==> src/rtl/wb_regfile_pkg.sv <==
// Shared definitions for the writeback stage and register file:
// datapath/index widths, ALU control codes, the MEM/WB entry payload,
// the decoded write request and the decode helper used by wb_regfile.
package wb_regfile_pkg;

  localparam int unsigned DW      = 16;
  localparam int unsigned NREG    = 16;
  localparam int unsigned AW      = 4;
  localparam int unsigned CW      = 4;
  localparam int unsigned R15_IDX = 15;

  localparam logic [CW-1:0] CTRL_ADD  = 4'b0000;
  localparam logic [CW-1:0] CTRL_SUB  = 4'b0001;
  localparam logic [CW-1:0] CTRL_MUL  = 4'b0010;
  localparam logic [CW-1:0] CTRL_DIV  = 4'b0011;
  localparam logic [CW-1:0] CTRL_AND  = 4'b0100;
  localparam logic [CW-1:0] CTRL_OR   = 4'b0111;
  localparam logic [CW-1:0] CTRL_LDST = 4'b1000;

  // One MEM/WB pipeline entry as latched from the execute/memory stages.
  typedef struct packed {
    logic          valid;
    logic          regwrite;
    logic [CW-1:0] ctrl;
    logic [AW-1:0] rd;
    logic [DW-1:0] op1;
    logic [DW-1:0] r15;
    logic [DW-1:0] mem;
  } mw_entry_t;

  // Register-file writes implied by one MEM/WB entry.
  typedef struct packed {
    logic          rd_we;
    logic [AW-1:0] rd_addr;
    logic [DW-1:0] rd_data;
    logic          r15_we;
    logic [DW-1:0] r15_data;
  } wr_req_t;

  // Decode an entry into its writes; applies the R0 and R15-collision rules.
  function automatic wr_req_t wb_decode(input mw_entry_t e);
    wr_req_t r;
    r         = '0;
    r.rd_addr = e.rd;
    case (e.ctrl)
      CTRL_ADD, CTRL_SUB, CTRL_AND, CTRL_OR: begin
        r.rd_we   = e.regwrite;
        r.rd_data = e.op1;
      end
      CTRL_LDST: begin
        r.rd_we   = e.regwrite;
        r.rd_data = e.mem;
      end
      CTRL_MUL, CTRL_DIV: begin
        r.rd_we    = e.regwrite;
        r.rd_data  = e.op1;
        r.r15_we   = 1'b1;
        r.r15_data = e.r15;
      end
      default: ;
    endcase
    if (!e.valid) begin
      r.rd_we  = 1'b0;
      r.r15_we = 1'b0;
    end
    // The secondary result owns R15 when both target it.
    if (r.r15_we && (e.rd == AW'(R15_IDX))) r.rd_we = 1'b0;
    if (e.rd == '0) r.rd_we = 1'b0;
    return r;
  endfunction

endpackage

==> src/rtl/wb_regfile_core.sv <==
// 16 x DW architectural register array.
// Ports: clk, rst_n (async active-low, clears all registers);
//   we_a/waddr_a/wdata_a  primary write port (writes to R0 discarded);
//   we_b/wdata_b          dedicated R15 write port, wins over port A on R15;
//   raddr_a/raddr_b -> rdata_a/rdata_b  asynchronous reads, R0 reads 0.
module wb_regfile_core
  import wb_regfile_pkg::*;
(
  input  logic          clk,
  input  logic          rst_n,
  input  logic          we_a,
  input  logic [AW-1:0] waddr_a,
  input  logic [DW-1:0] wdata_a,
  input  logic          we_b,
  input  logic [DW-1:0] wdata_b,
  input  logic [AW-1:0] raddr_a,
  input  logic [AW-1:0] raddr_b,
  output logic [DW-1:0] rdata_a,
  output logic [DW-1:0] rdata_b
);

  logic [DW-1:0] regs [NREG];

  // Array storage; R15 port applied last so it takes priority.
  always_ff @(posedge clk or negedge rst_n) begin
    if (!rst_n) begin
      for (int i = 0; i < NREG; i++) regs[i] <= '0;
    end else begin
      if (we_a && (waddr_a != '0)) regs[waddr_a] <= wdata_a;
      if (we_b) regs[AW'(R15_IDX)] <= wdata_b;
    end
  end

  // Asynchronous reads with R0 hardwired to zero.
  always_comb begin
    rdata_a = (raddr_a == '0) ? '0 : regs[raddr_a];
    rdata_b = (raddr_b == '0) ? '0 : regs[raddr_b];
  end

endmodule

==> src/rtl/wb_regfile.sv <==
// Writeback stage: one-entry MEM/WB register, write decode, commit to the
// register file, retired-instruction counter and two decode read ports.
// Ports: clk, rst_n (async active-low); wb_valid_i, wb_regwrite_i,
//   wb_ctrl_i, wb_rd_i, wb_op1_i, wb_r15_i, wb_mem_i  incoming result;
//   stall_i holds MEM/WB (no capture, no commit);
//   ra_a_i/ra_b_i -> rd_a_o/rd_b_o  combinational read data;
//   retired_o  wrapping count of committed instructions.
// Optional: define WB_BYPASS_EN to forward the pending MEM/WB write to the
//   read ports; otherwise reads see array contents only.
module wb_regfile
  import wb_regfile_pkg::*;
(
  input  logic          clk,
  input  logic          rst_n,
  input  logic          wb_valid_i,
  input  logic          wb_regwrite_i,
  input  logic [3:0]    wb_ctrl_i,
  input  logic [3:0]    wb_rd_i,
  input  logic [DW-1:0] wb_op1_i,
  input  logic [DW-1:0] wb_r15_i,
  input  logic [DW-1:0] wb_mem_i,
  input  logic          stall_i,
  input  logic [3:0]    ra_a_i,
  input  logic [3:0]    ra_b_i,
  output logic [DW-1:0] rd_a_o,
  output logic [DW-1:0] rd_b_o,
  output logic [15:0]   retired_o
);

  mw_entry_t     mw_q;
  mw_entry_t     mw_in_c;
  wr_req_t       req_c;
  logic          commit_c;
  logic [DW-1:0] arr_a_c;
  logic [DW-1:0] arr_b_c;

  always_comb begin
    mw_in_c          = '0;
    mw_in_c.valid    = wb_valid_i;
    mw_in_c.regwrite = wb_regwrite_i;
    mw_in_c.ctrl     = wb_ctrl_i;
    mw_in_c.rd       = wb_rd_i;
    mw_in_c.op1      = wb_op1_i;
    mw_in_c.r15      = wb_r15_i;
    mw_in_c.mem      = wb_mem_i;
  end

  // MEM/WB register: captures every unstalled edge, holds while stalled.
  always_ff @(posedge clk or negedge rst_n) begin
    if (!rst_n) mw_q <= '0;
    else if (!stall_i) mw_q <= mw_in_c;
  end

  always_comb begin
    req_c    = wb_decode(mw_q);
    commit_c = mw_q.valid & ~stall_i;
  end

  // Retired counter; wraps naturally at 16 bits.
  always_ff @(posedge clk or negedge rst_n) begin
    if (!rst_n) retired_o <= '0;
    else if (commit_c) retired_o <= retired_o + 16'd1;
  end

  wb_regfile_core u_core (
    .clk     (clk),
    .rst_n   (rst_n),
    .we_a    (commit_c & req_c.rd_we),
    .waddr_a (req_c.rd_addr),
    .wdata_a (req_c.rd_data),
    .we_b    (commit_c & req_c.r15_we),
    .wdata_b (req_c.r15_data),
    .raddr_a (ra_a_i),
    .raddr_b (ra_b_i),
    .rdata_a (arr_a_c),
    .rdata_b (arr_b_c)
  );

`ifdef WB_BYPASS_EN
  // Forward the pending write (stall-independent); R15 port checked first
  // so the collision rule matches the committed result. R0 never forwards.
  function automatic logic [DW-1:0] fwd(input logic [AW-1:0] a,
                                        input logic [DW-1:0] arr);
    logic [DW-1:0] v;
    v = arr;
    if (a != '0) begin
      if (req_c.r15_we && (a == AW'(R15_IDX))) v = req_c.r15_data;
      else if (req_c.rd_we && (a == req_c.rd_addr)) v = req_c.rd_data;
    end
    return v;
  endfunction

  always_comb begin
    rd_a_o = fwd(ra_a_i, arr_a_c);
    rd_b_o = fwd(ra_b_i, arr_b_c);
  end
`else
  always_comb begin
    rd_a_o = arr_a_c;
    rd_b_o = arr_b_c;
  end
`endif

endmodule

==> config.mk <==
export PLATFORM = sky130hd
export DESIGN_NAME = wb_regfile
export DESIGN_NICKNAME = d
export VERILOG_FILES = /design/src/rtl/wb_regfile_pkg.sv /design/src/rtl/wb_regfile_core.sv /design/src/rtl/wb_regfile.sv
export SDC_FILE = /design/constraint.sdc
export NUM_CORES = 1
export LEC_CHECK = 0
export CORE_ASPECT_RATIO = 0.5
export CORE_UTILIZATION = 60
export CTS_CLUSTER_DIAMETER = 100
export DETAILED_ROUTE_END_ITERATION = 8
export GPL_TIMING_DRIVEN = 1
export PLACE_DENSITY = 0.79
export SLEW_MARGIN = 20
export SYNTH_ARGS = -nofsm -noshare
export SYNTH_HDL_FRONTEND = slang
export SYNTH_SLANG_ARGS = --single-unit
==> constraint.sdc <==
create_clock -name clk -period 5.2 [get_ports clk]
set_input_delay 0.52 -clock clk [delete_from_list [all_inputs] [get_ports clk]]
set_output_delay 0.52 -clock clk [all_outputs]
set_load 0.02 [all_outputs]
---- After elaboration in Yosys (flattened, before gate mapping) ----
Index checks and enable logic that the tools add are counted.
Widths: inputs -> output; s select.
word-level totals
  output and inout port bits .............. 48
  input bits .............................. 69
  flip-flop bits (word level) ............. 330
  logic and storage cells ................. 75
cells by class
  $add $sub $neg .......................... 1
  bitwise gates (word level) .............. 7
  magnitude comparators ................... 4
  muxes and demuxes ....................... 20
  equality and inequality tests ........... 7
  reduce and logical (&&, ||, !) cells .... 12
operators by type and width
  kind                   number
  $bwmux 256             1
  $mux 16                9
  $bmux 16 s4            2
  $demux 16 s4           1
  $pmux 16 s2            1
  $mux 17                1
  $add 16x1->16 const B  1
  $logic_not 4->1        4
  $ge 5x5->1 const B     3
  $not 4->5              3
  $eq 4x2->1 const B     2
  $eq 4x3->1 const B     2
  $eq 4x4->1 const B     2
  $reduce_or 7->1        1
  $reduce_or 6->1        1
  $lt 5x1->1 const B     1
  $mux 1                 5
  $eq 4x1->1 const B     1
  $reduce_bool 4->1      1
  $and 1x1->1            3
  $logic_and 1x1->1      3
  $reduce_bool 2->1      1
  $reduce_or 2->1        1
  $not 1->1              1

---- Longest topological paths before layout ----
  depth after elaboration ................. 11
  mapped depth ............................ 7

---- Hierarchy ----
From an unflattened synthesis, not the netlist that was laid out.
unflattened totals
  cell total of the unflattened synthesis .. 1196
  area total of the unflattened synthesis .. 16455.8 um2
modules (own cells, without submodules)
  module           area each (um2)  cells each  times used
  wb_regfile_core  13202.7          965         1
  wb_regfile       3253.1           231         1

---- Worst setup path before layout ----
OpenSTA, ideal clock, no wires.
  path kind ............................... in2out
  start ................................... input ra_b_i[0]
  end ..................................... output rd_b_o[10]
  data required time ...................... 4.680 ns
  stages .................................. 6
  setup slack ............................. 2.533 ns
  data arrival time ....................... 2.147 ns
  path buffers ............................ 3
  cells stage by stage .................... buf_2 -> buf_2 -> buf_4 -> mux4_2 -> a211oi_1 -> a31oi_1
on the way
  word-level cells in the longest chain between the ends .. 5
ends and longest elaborated chain
  what                                        RTL line               text
  from (decl)                                 wb_regfile.sv:24       input logic [3:0] ra_b_i,
  $not 4->5 (implied by the code)             wb_regfile_core.sv:37  rdata_b = (raddr_b == '0) ? '0 : regs[raddr_b];
  $bmux 16 s4                                 wb_regfile_core.sv:37
  $mux 16 (implied by the code) (2 in a row)  wb_regfile_core.sv:37
  $mux 16 (*)                                 wb_regfile_core.sv:37
  to (decl)                                   wb_regfile.sv:26       output logic [DW-1:0] rd_b_o,
Every way passes the cells marked *; elsewhere a longest branch is shown, timed or not. The select of a mux whose other input is x is not followed.

---- Final worst setup path ----
  start ................................... input ra_b_i[2]
  end ..................................... output rd_b_o[9]
The elaborated chain is that of the path after synthesis.

==> metrics.cfg <==
[timing]
max_freq_mhz=255
hold_viol=0
finalSetupTns_ns=0
setup_viol=0
finalCriticalPeriod_ns=3.92
finClkSkew_ns=0.0127
rsz0062_at_grt=false
worstMarginPinSlew_ns=1.12
relSlewSlack=0.250
finalMaxSlewViolations=0
fin_crit_sh=0.754

[floorplan]
start_util=0.614
ios=117
dieHeight_um=122
dieArea_um2=29300
fp-row-count=43
core-area_um2=27900
die_w_um=241

[cts]
root_buffer=clkbuf_16
cts_max_level=1
clk_path_buf_depth=3
postCtsSetupBuffers=0
cts.repair.resized=0
numCtsBuffers=29
worstSkewPairLatency_ns=0.57
path_clk_slew_ns=0.06
clock_sinks=330
cts_hold_buf=0
cts_tree=yes

[global_routing]
grt_pass1_wl_um=69500
grt.total_usage=0.320
antenna_found_initial=0
grt_start_max_net_pins=127
overflow=0
grt_pass1_vias=11600

[finish]
multi_input_area_um2=8280
n_antenna_cell=0
seq_area_um2=8260
finish.utilization=0.696
nNetsFinal=1318
synthToLayoutAreaGrowth_pct=13.2
fillCellCount=1847
drive_above_1_share=0.371
finalInstanceArea_um2=19400

[critical_path]
crit_type=in2out
worstSetupStartpoint=ra_b_i[2]
r2r_start=mw_q[55]
cp.required_ns=4.68
path_max_fanout=37
cp-end-kind=primary output
cp.arrival_ns=3.40
crit_path_start_kind=input pin

[routing]
drt_iter0_markers=1167
drtPass1Iterations=7
vias_per_cell=6.86
wl_um=45200
vias=11300
wl_per_cell_um=27.4
drc=0
antenna_left=0

[placement]
place_congestion=0.854
hpwl_um=28900
port_buffers=116
placed_area_um2=18400

[synthesis]
ys_ff_latch=330
synth.distinct_cells=55
yosys.area.top_type_share=0.481
synth.yosys.seq_area_share=0.481
async_flop_share=1.00
synth_edf_count=0
yosys_warnings=0
avgSynthCellArea_um2=14.5
synthCells=1182
ys.flop_type=dfrtp_1
syn-num-nets=1252
yosysTopAreaCell=dfrtp_1
syn-cell-area_um2=17200
synth.area.top_cells=dfrtp_1, mux2_2, mux4_2

[power_and_ir_drop]
vdd_drop_max_mv=0.293
power.total_mw=6.47
cellPowerDensity_nw_per_um2=333
p_leak_nw=8.74

[worst_hold_path]
hp-class=in2async

[job]
drv_cap=0

[outcome]
status=finished clean

-- area by class of cell --
cell class              count  share of cell area
multi-input cells         736               0.426
flip-flops and latches    330               0.425
repair buffers            147              0.0723
clock buffers              38              0.0417
well taps                 382              0.0246
clock inverters            14             0.00915
inverters                   4            0.000773
-- cell usage after synthesis, types with 5 or more instances --
| master | instances |
|---|---|
| xnor2_1 | 11 |
| dfrtp_1 | 330 |
| nor2b_1 | 5 |
| o21ai_0 | 5 |
| mux2_2 | 226 |
| a22o_1 | 16 |
| buf_2 | 34 |
| mux2_1 | 16 |
| xor2_1 | 5 |
| nor3b_1 | 10 |
| clkbuf_1 | 57 |
| mux2_4 | 40 |
| mux4_2 | 96 |
| a221o_1 | 23 |
| nor3_4 | 8 |
| a221oi_1 | 32 |
| a31oi_1 | 9 |
| nor2_1 | 7 |
| nand3b_1 | 5 |
| mux2i_1 | 64 |
| a21o_1 | 8 |
| nand2_1 | 39 |
| a211oi_1 | 21 |
| buf_4 | 10 |
| nand3_1 | 5 |
| buf_12 | 5 |
| and3_1 | 14 |
| a21oi_1 | 31 |
-- critical path: stages --
cell and delay, ns:
clkdlybuf4s50_1 0.45, buf_4 0.44, nor2b_1 0.57, a221oi_1 0.30, a21o_1 0.24, a221o_1 0.32, clkdlybuf4s50_1 0.55
-- flip-flops by register name (all words and copies together) (netlist names) --
| name | count |
|---|---|
| u_core.regs | 256 |
| mw_q | 58 |
| retired_o | 16 |
-- path summary, 6_finish.rpt --
check | endpoint | slack, ns | cells past startpoint
max | rd_b_o[9] | 1.28 | 7
min | u_core.regs[203] | 0.06 | 1
max reg2reg | u_core.regs[207] | 2.43 | 5
min reg2reg | u_core.regs[247] | 0.40 | 0
max in group asynchronous | mw_q[27] | 3.88 | 2
min in group clk | u_core.regs[247] | 0.40 | 0
-- routing by layer --
| layer | routed length [µm] | vias up | GRT usage |
|---|---|---|---|
| met5 | 0 | - | 0 |
| met1 | 18800 | 5989 | 0.462 |
| met3 | 4830 | 97 | 0.0872 |
| met2 | 20400 | 561 | 0.485 |
| met4 | 1180 | 0 | 0.0787 |
| li1 | - | 4675 | - |
-- cells in the final DEF, fill, tap and decap left out, types with 7 or more instances in the layout --
cell,instances
a21oi_1,31
nand2_1,39
nor2_1,7
dfrtp_1,330
clkinv_2,8
buf_4,31
a22o_1,16
mux4_2,96
nor3b_1,10
mux2_1,16
mux2_4,40
xnor2_1,11
a31oi_1,9
clkdlybuf4s50_1,110
mux2i_1,64
mux2_2,226
clkbuf_16,29
a221oi_1,32
a221o_1,23
a21o_1,8
a211oi_1,21
nor3_4,8
and3_1,14
-- report_power, final --
part | switching, mW | internal (mW) | total, mW
combinational | 0.552 | 0.557 | 1.11
clock | 0.982 | 1.29 | 2.28
sequential | 0.265 | 2.82 | 3.08
-- metrics by stage --
stage	hold WS (ns)	setup WS, ns	cells
finish	0.0589	1.28	1651
global route	0.147	1.20	1651
CTS	0.113	1.37	1651
detailed placement	0.383	1.37	1599
global placement	0.377	1.39	1599
floorplan	0.224	2.53	1182
-- cells by family after synthesis --
group | share of synthesized area
multiplexers | 0.357
flip-flops | 0.481
AO/OA/AOI/OAI | 0.0710
AND/OR/NAND/NOR | 0.0455
buffers and inverters | 0.0361
XOR/XNOR | 0.00817
adder cells (fa/ha/maj) | 0.000729
(Power assumes the default switching activity.)
==> variant: new RTL, same settings <==
Build with the macro `WB_BYPASS_EN` defined.
--- a/src/rtl/wb_regfile.sv
+++ b/src/rtl/wb_regfile.sv
@@ -9,2 +9,4 @@
 //   read ports; otherwise reads see array contents only.
+`define WB_BYPASS_EN
+
 module wb_regfile
Behaviour: not the same (a bounded check fails within 4 cycles, from zero or initial values and one cycle with rst_n low).
==> variant against the original RTL <==
- worst setup slack worse by 0.51 ns
- non-clock buffer count up 10
- core utilization about the same
- critical path type is now reg2out
- combinational power up 9%
- power up 3.2%
- design area down 0.26%
- via count up 17%
- synthesized area down 0.36%
- routed wire length up 11%
- sequential cell count unchanged
- register-to-register slack worse by 0.22 ns
==> variant: results <==
final_layout:
  fillCellCount: 1943
  fin_nets: 1572
  final-clk-cell-share_pct: 5.37
  inv_count: 3
  multi_input_area_um2: 8110
  num-clock-buffers: 35
  comb.multi_input.count: 981
pwr:
  ir_drop_mv: 0.249
  power_leakage_uw: 0.00827
global_route:
  track_usage_pct: 35.7
  grt_max_degree: 131
  grt_first_pass_wirelength_um: 77700
placement:
  dp.cells: 1852
  gp_congestion: 0.978
yosys:
  yosysSeqAreaShare_pct: 48.3
  avgSynthCellArea_um2: 11.7
  synth_common_cells: "330 x dfrtp_1, 245 x nand2_1, 176 x o21ai_0"
setup_path:
  endpoint: "rd_b_o[12]"
  r2r-end: "u_core.regs[167]"
  critPathArrivalTime_ns: 3.91
  slowest_delay_ns: 0.77
  rrSetupSlack_ns: 2.21
  critPathMaxFanout: 16
  crit_family: "simple AND/OR/NAND/NOR gates"
  ff2ff_path_depth: 4
  crit_type: "reg2out"
drt:
  drt-pass1-iter-count: 6
  drt_iter0_drc: 1847
  wl_per_cell_um: 26.3
  route.met3.wl_um: 7450
timing:
  clock_skew_ns: 0.0192
  post-route-period-util_pct: 85.2
  relSlewSlack_pct: 27.4
status:
  run_status: "finished, final reports clean"
[variant: cell count changes in the layout (fill, tap and decap cells not counted), moves of 44 or more]
cell     before  now
o21ai_0       5  176
nand2_1      39  245
mux2_2      226   73
a22oi_1       0   44
nor2_1        7   58
mux2i_1      64   12
[variant: timing repair]
item / 4_1_cts / 5_1_grt
setup endpoints to repair: 0 / 0
hold buffers: 1 / 0
hold endpoints to repair: 16 / 0
[variant: worst min-delay path by stage]
stage / end / depth (start not counted)
4_1_cts: u_core.regs[252] / 0
2_1_floorplan: mw_q[0] / 0
3_3_place_gp: u_core.regs[253] / 0
5_1_grt: u_core.regs[244] / 0
3_5_place_dp: u_core.regs[248] / 0
6_report: u_core.regs[248] / 0
[variant: metrics by stage]
| step | utilization (%) | power, uW | cell area, um2 |
|---|---|---|---|
| floorplan | - | 3840 | 17100 |
| global placement | 65.7 | 4260 | 18300 |
| detailed placement | 65.7 | 4320 | 18300 |
| CTS | 69.5 | 6660 | 19400 |
| global route | 69.5 | 6910 | 19400 |
| finish | 69.5 | 6670 | 19400 |
[variant: cells by family after synthesis]
family,share of synthesized area (%)
AO/OA/AOI/OAI,13.4
XOR/XNOR,1.23
adder cells (fa/ha/maj),0.0732
buffers and inverters,4.46
flip-flops,48.3
multiplexers,21.8
AND/OR/NAND/NOR,10.7
[variant: routing by layer]
metal	up-vias	track usage, %
li1	5460	-
met1	6550	47.7
met2	1005	53.6
met3	178	13.4
met4	0	13.4
met5	-	0
[variant: power breakdown]
group,switching (uW),leakage (uW),internal (uW),total (uW)
logic,628,0.00335,581,1210
registers,287,0.00441,2830,3120
clock network,996,0.000506,1350,2340
total,1910,0.00827,4760,6670
